### config.mk
export PLATFORM = sky130hd
export DESIGN_NAME = locking_round_robin_arbiter_flat
export DESIGN_NICKNAME = d
export VERILOG_FILES = /design/src/rtl/locking_round_robin_arbiter_if.sv /design/src/rtl/locking_round_robin_arbiter.sv /design/src/flat_wrapper.sv
export SDC_FILE = /design/constraint.sdc
export NUM_CORES = 1
export LEC_CHECK = 0
export CAP_MARGIN = 20
export CORE_ASPECT_RATIO = 0.9
export CORE_MARGIN = 1.5
export CORE_UTILIZATION = 30
export CTS_CLUSTER_DIAMETER = 200
export DETAILED_ROUTE_END_ITERATION = 7
export MAX_ROUTING_LAYER = met4
export PLACE_DENSITY = 0.55
export SLEW_MARGIN = 0
export SYNTH_ARGS = -nofsm -noshare
export SYNTH_HDL_FRONTEND = slang
export SYNTH_SLANG_ARGS = --single-unit
### constraint.sdc
create_clock -name clk -period 2.4 [get_ports clk]
set_input_delay 0.24 -clock clk [delete_from_list [all_inputs] [get_ports clk]]
set_output_delay 0.24 -clock clk [all_outputs]
set_load 0.01 [all_outputs]
### src/rtl/locking_round_robin_arbiter_if.sv
// Request/grant bundle between requesters (master) and the locking round-robin
// arbiter (slave).
interface locking_round_robin_arbiter_if #(
   parameter int width       = 4,
   parameter int index_width = 2
);
   logic [width-1:0]       i_request;
   logic [width-1:0]       o_grant;
   logic                   o_busy;
   logic [index_width-1:0] o_owner;
   logic                   o_timeout;

   modport master (
      output i_request,
      input  o_grant,
      input  o_busy,
      input  o_owner,
      input  o_timeout
   );

   modport slave (
      input  i_request,
      output o_grant,
      output o_busy,
      output o_owner,
      output o_timeout
   );
endinterface

### src/rtl/locking_round_robin_arbiter.sv
// Round-robin arbiter whose grant stays locked to the owner until it releases
// its request or the hold timeout forces a one-cycle release gap.
module locking_round_robin_arbiter #(
   parameter int width          = 4,
   parameter int index_width    = 2,
   parameter int timeout_cycles = 16,
   parameter int timeout_width  = 8
) (
   input logic                           clk,
   input logic                           rst_x,
   locking_round_robin_arbiter_if.slave  bus
);

   typedef enum logic [1:0] {
      S_IDLE   = 2'd0,
      S_OWNED  = 2'd1,
      S_FORCED = 2'd2
   } state_t;

   // With the timeout disabled this wraps to all-ones, so the counter saturates there.
   localparam logic [timeout_width-1:0] lp_limit     = timeout_width'(timeout_cycles - 1);
   localparam bit                       lp_timeoutOn = (timeout_cycles != 0);

   state_t                   r_state;
   logic [width-1:0]         r_grant;
   logic                     r_busy;
   logic [index_width-1:0]   r_owner;
   logic [timeout_width-1:0] r_count;
   logic                     r_timeout;

   logic                     w_anyRequest;
   logic                     w_ownerHolds;
   logic [index_width-1:0]   w_winner;
   logic [width-1:0]         w_winnerOneHot;
   int                       w_idx;

   // r_owner doubles as the priority pointer: both always hold the last winner.
   always_comb begin
      w_anyRequest = |bus.i_request;
      w_winner     = r_owner;
      w_idx        = 0;
      for (int i = width; i >= 1; i--) begin
         w_idx = (int'(r_owner) + i) % width;
         if (bus.i_request[w_idx[index_width-1:0]]) begin
            w_winner = w_idx[index_width-1:0];
         end
      end
      w_winnerOneHot = width'(1) << w_winner;
      w_ownerHolds   = (r_state == S_OWNED) && bus.i_request[r_owner];
   end

   always_ff @(posedge clk or negedge rst_x) begin
      if (!rst_x) begin
         r_state   <= S_IDLE;
         r_grant   <= '0;
         r_busy    <= 1'b0;
         r_owner   <= index_width'(width - 1);
         r_count   <= '0;
         r_timeout <= 1'b0;
      end else begin
         r_timeout <= 1'b0;
         if (w_ownerHolds) begin
            if (lp_timeoutOn && (r_count == lp_limit)) begin
               r_state   <= S_FORCED;
               r_grant   <= '0;
               r_busy    <= 1'b0;
               r_count   <= '0;
               r_timeout <= 1'b1;
            end else if (r_count != lp_limit) begin
               r_count <= r_count + 1'b1;
            end
         end else if (w_anyRequest) begin
            // Idle, forced gap and owner release all arbitrate the same way.
            r_state <= S_OWNED;
            r_grant <= w_winnerOneHot;
            r_busy  <= 1'b1;
            r_owner <= w_winner;
            r_count <= '0;
         end else begin
            r_state <= S_IDLE;
            r_grant <= '0;
            r_busy  <= 1'b0;
            r_count <= '0;
         end
      end
   end

   assign bus.o_grant   = r_grant;
   assign bus.o_busy    = r_busy;
   assign bus.o_owner   = r_owner;
   assign bus.o_timeout = r_timeout;

   grantOneHot : assert property (@(posedge clk) disable iff (!rst_x) $onehot0(r_grant));
   busyMatches : assert property (@(posedge clk) disable iff (!rst_x) r_busy == (|r_grant));

endmodule

### src/flat_wrapper.sv
// flat-port wrapper written by rule: the top's interface ports become plain ports
module locking_round_robin_arbiter_flat 
#(
   parameter int width          = 4,
   parameter int index_width    = 2,
   parameter int timeout_cycles = 16,
   parameter int timeout_width  = 8
)
  (clk, rst_x, bus_i_request, bus_o_grant, bus_o_busy, bus_o_owner, bus_o_timeout);
  locking_round_robin_arbiter_if #(.width(width), .index_width(index_width)) bus_i ();
  input logic clk;
  input logic rst_x;
  input wire logic [$bits(bus_i.i_request)-1:0] bus_i_request;
  output wire logic [$bits(bus_i.o_grant)-1:0] bus_o_grant;
  output wire logic [$bits(bus_i.o_busy)-1:0] bus_o_busy;
  output wire logic [$bits(bus_i.o_owner)-1:0] bus_o_owner;
  output wire logic [$bits(bus_i.o_timeout)-1:0] bus_o_timeout;
  assign bus_i.i_request = bus_i_request;
  assign bus_o_grant = bus_i.o_grant;
  assign bus_o_busy = bus_i.o_busy;
  assign bus_o_owner = bus_i.o_owner;
  assign bus_o_timeout = bus_i.o_timeout;
  locking_round_robin_arbiter #(.width(width), .index_width(index_width), .timeout_cycles(timeout_cycles), .timeout_width(timeout_width)) u_core (.clk(clk), .rst_x(rst_x), .bus(bus_i));
endmodule
==> impl_metrics.json <==
{
  "global_route.usage.met3_pct": 2.20,
  "cp.required_ns": 2.16,
  "clock_tree.buffer_depth": 2,
  "cap_violations": 0,
  "rsz0062_at_grt": "false",
  "cts_tree": "done",
  "crit_family": "flip-flops",
  "dieHeight_um": 53.4,
  "synth_area_um2": 846,
  "initialDrtViolationCount": 32,
  "viasPerCell": 5.06,
  "std_cell_rows": 18,
  "fin_crit_ns": 1.74,
  "grt.met2_usage_pct": 17.6,
  "slowest_stage": "sky130_fd_sc_hd__dfstp_2",
  "layout.filler_cells": 283,
  "final-instance-count-excl-fill": 124,
  "dieWidth_um": 59.0,
  "netlist-cell-type-count": 30,
  "synth_seq_area_share_pct": 50.6,
  "worstHoldPathType": "in2async",
  "grt_antenna_before_repair": 0,
  "result_of_the_run": "completed",
  "maximum_number_of_pins_on_one_net_before_global_route_repair": 18,
  "grt.busiest_layer": "met2",
  "post-layout-total-power_w": 0.00111,
  "cp_cell_sequence": "clkdlybuf4s50_1",
  "fin_nets": 102,
  "totalWireLength_um": 1560,
  "die_area_mm2": 0.00315,
  "synthesis.yosys.warnings": 0,
  "routabilityCongestion": 0.732,
  "startpoint_type": "flop",
  "cpPeakStageDelay_ns": 0.65,
  "critPathArrivalTime_ns": 1.50,
  "drive_above_1_share_pct": 11.7,
  "flow.area_growth_from_synthesis_pct": 21.6,
  "synth_fp_nets": 85,
  "worst_setup_path_end_kind": "primary output",
  "globalRouteOverflowTotal": 0,
  "groute.usage.overall_pct": 12.1,
  "final.setup_skew_ns": 0.00404,
  "place.port_buffers": 13,
  "timing.setup.tns_ns": 0,
  "cts.sinks": 17,
  "report.final.hold_viol_count": 0,
  "worst-path-max-fanout": 11,
  "setup_viol_count_final": 0,
  "syn-instance-count": 78,
  "whs_ns": 0.379,
  "grt_pass1_vias": 609,
  "cts.hold.buffers_added": 0,
  "routed_wire_length_per_instance_um": 12.6,
  "synthesis.area_per_instance_um2": 10.8,
  "power.leakage_nw": 0.442,
  "min_period_over_period_pct": 72.7,
  "multiInputGateArea_um2": 403,
  "ios": 14,
  "clk_pin_slew_ns": 0.09,
  "firstDrtPassIters": 5,
  "core_area_mm2": 0.00270,
  "ys_ff_latch": 17,
  "global_route_wire_length_before_repair_um": 2720,
  "dp_cells": 120,
  "layout.area.seq_um2": 428,
  "achievable-frequency_ghz": 0.573,
  "worst_pin_slew_ns": 0.721,
  "cts_setup_buffers": 0,
  "drc": 0,
  "dpl.hpwl_um": 1180,
  "critical_path_class": "reg2out",
  "clk_latency_ns": 0.28,
  "max_slew_margin_pct": 51.8,
  "slew_violations": 0,
  "peak_ir_drop_on_the_vdd_network_mv": 0.401,
  "final_antenna_net_count": 0,
  "post_cts_resized": 0,
  "timing.critical_path.buf_inv": 1,
  "clock_tree.htree_level_count": 1,
  "gr-usage-met1_pct": 16.2,
  "antennaDiodeCount": 0,
  "num_vias": 628,
  "start_util_pct": 31.3,
  "power-per-cell-area_mw_per_mm2": 1080,
  "cts.root.buffer_cell": "sky130_fd_sc_hd__clkbuf_4",
  "cts-buffers-inserted": 3
}
-- state kept, by name, indices dropped and copies added (netlist names) --
| signal | flops |
|---|---|
| u_core.bus.o_grant | 4 |
| u_core.bus.o_owner | 2 |
| u_core.bus.o_timeout | 1 |
| u_core.r_count | 8 |
| u_core.r_state | 2 |
-- placed cells by master, fill, tap and decap left out, types with 2 or more instances in the layout --
| cell | netlist | routed |
|---|---|---|
| sky130_fd_sc_hd__xor2_1 | 4 | 4 |
| sky130_fd_sc_hd__dfstp_2 | 2 | 2 |
| sky130_fd_sc_hd__xnor2_1 | 2 | 2 |
| sky130_fd_sc_hd__clkdlybuf4s50_1 | 0 | 13 |
| sky130_fd_sc_hd__nand2_1 | 5 | 5 |
| sky130_fd_sc_hd__clkbuf_4 | 0 | 3 |
| sky130_fd_sc_hd__nor3_1 | 2 | 2 |
| sky130_fd_sc_hd__and3_1 | 2 | 2 |
| sky130_fd_sc_hd__a21oi_1 | 3 | 3 |
| sky130_fd_sc_hd__and2_1 | 2 | 2 |
| sky130_fd_sc_hd__nor2_1 | 10 | 10 |
| sky130_fd_sc_hd__nor4_1 | 2 | 2 |
| sky130_fd_sc_hd__o31ai_1 | 2 | 2 |
| sky130_fd_sc_hd__mux2i_1 | 4 | 4 |
| sky130_fd_sc_hd__nand3_1 | 4 | 4 |
| sky130_fd_sc_hd__a32o_1 | 2 | 2 |
| sky130_fd_sc_hd__dfrtp_1 | 15 | 15 |
| sky130_fd_sc_hd__nand2b_1 | 3 | 3 |
-- Yosys cell counts --
| cell | n | area share (%) |
|---|---|---|
| sky130_fd_sc_hd__a21oi_1 | 3 | 1.8 |
| sky130_fd_sc_hd__a21oi_2 | 1 | 1.0 |
| sky130_fd_sc_hd__a31oi_1 | 1 | 0.74 |
| sky130_fd_sc_hd__a32o_1 | 2 | 2.4 |
| sky130_fd_sc_hd__and2_1 | 2 | 1.5 |
| sky130_fd_sc_hd__and3_1 | 2 | 1.5 |
| sky130_fd_sc_hd__buf_6 | 1 | 1.3 |
| sky130_fd_sc_hd__dfrtp_1 | 15 | 44 |
| sky130_fd_sc_hd__dfstp_2 | 2 | 6.2 |
| sky130_fd_sc_hd__ha_1 | 1 | 1.5 |
| sky130_fd_sc_hd__inv_1 | 1 | 0.44 |
| sky130_fd_sc_hd__mux2_4 | 1 | 1.8 |
| sky130_fd_sc_hd__mux2i_1 | 4 | 4.7 |
| sky130_fd_sc_hd__nand2_1 | 5 | 2.2 |
| sky130_fd_sc_hd__nand2b_1 | 3 | 2.2 |
| sky130_fd_sc_hd__nand3_1 | 4 | 2.4 |
| sky130_fd_sc_hd__nand3b_1 | 1 | 0.89 |
| sky130_fd_sc_hd__nand4_1 | 1 | 0.74 |
| sky130_fd_sc_hd__nor2_1 | 10 | 4.4 |
| sky130_fd_sc_hd__nor2_2 | 1 | 0.74 |
| sky130_fd_sc_hd__nor3_1 | 2 | 1.2 |
| sky130_fd_sc_hd__nor3b_1 | 1 | 0.89 |
| sky130_fd_sc_hd__nor4_1 | 2 | 1.5 |
| sky130_fd_sc_hd__o22a_2 | 1 | 1.2 |
| sky130_fd_sc_hd__o22ai_4 | 1 | 2.4 |
| sky130_fd_sc_hd__o31ai_1 | 2 | 1.8 |
| sky130_fd_sc_hd__or3_1 | 1 | 0.74 |
| sky130_fd_sc_hd__or3b_4 | 1 | 1.3 |
| sky130_fd_sc_hd__xnor2_1 | 2 | 2.1 |
| sky130_fd_sc_hd__xor2_1 | 4 | 4.1 |
-- kinds of logic (layout without fill, tap and decap cells) --
| logic type | after synthesis | count (layout) | synth area share (%) |
|---|---|---|---|
| AO/OA/AOI/OAI | 11 | 11 | 11.2 |
| XOR/XNOR | 6 | 6 | 6.21 |
| adder cells (fa/ha/maj) | 1 | 1 | 1.48 |
| buffers and inverters | 2 | 18 | 1.77 |
| flip-flops | 17 | 17 | 50.6 |
| multiplexers | 5 | 5 | 6.51 |
| AND/OR/NAND/NOR | 36 | 36 | 22.2 |
-- per-stage QoR --
stage | area (um^2) | setup slack (ns) | util [%]
floorplan | 846 | 0.746 | -
global placement | 1000 | 0.585 | 37.1
detailed placement | 1000 | 0.548 | 37.1
CTS | 1030 | 0.638 | 38.1
global route | 1030 | 0.510 | 38.1
finish | 1030 | 0.656 | 38.1
-- where the power goes --
part,switching (W),internal [W],total [W]
combinational,0.000245,0.000263,0.000508
clock,0.0000833,0.0000645,0.000148
sequential,0.0000808,0.000370,0.000451
total,0.000409,0.000698,0.00111
-- worst paths after layout --
check | from | end | slack, ns | cells after the start
max | u_core.bus.o_owner[1]$_DFFE_PN1P_ | bus_o_owner[1] | 0.66 | 1
min | rst_x | u_core.r_count[7]$_DFF_PN0_ | 0.38 | 1
max reg2reg | u_core.bus.o_owner[0]$_DFFE_PN1P_ | u_core.bus.o_owner[1]$_DFFE_PN1P_ | 0.66 | 4
min reg2reg | u_core.r_count[0]$_DFF_PN0_ | u_core.r_count[0]$_DFF_PN0_ | 0.49 | 1
max in group asynchronous | rst_x | u_core.r_state[1]$_DFFE_PN0P_ | 1.57 | 1
min in group clk | u_core.r_count[0]$_DFF_PN0_ | u_core.r_count[0]$_DFF_PN0_ | 0.49 | 1
-- cell type report --
cell class | count | share of cell area [%]
Sequential cell | 17 | 41.6
Multi-Input combinational cell | 59 | 39.2
Timing Repair Buffer | 13 | 12.7
Tap cell | 30 | 3.65
Clock buffer | 4 | 2.55
Inverter | 1 | 0.365
-- metal layers --
| metal | share of wire, % | vias to the layer above |
|---|---|---|
| li1 | - | 310 |
| met1 | 53 | 301 |
| met2 | 42 | 15 |
| met3 | 4.4 | 2 |
| met4 | 0.51 | 0 |
| met5 | 0 | - |
Power figures use the tool's default switching activity.
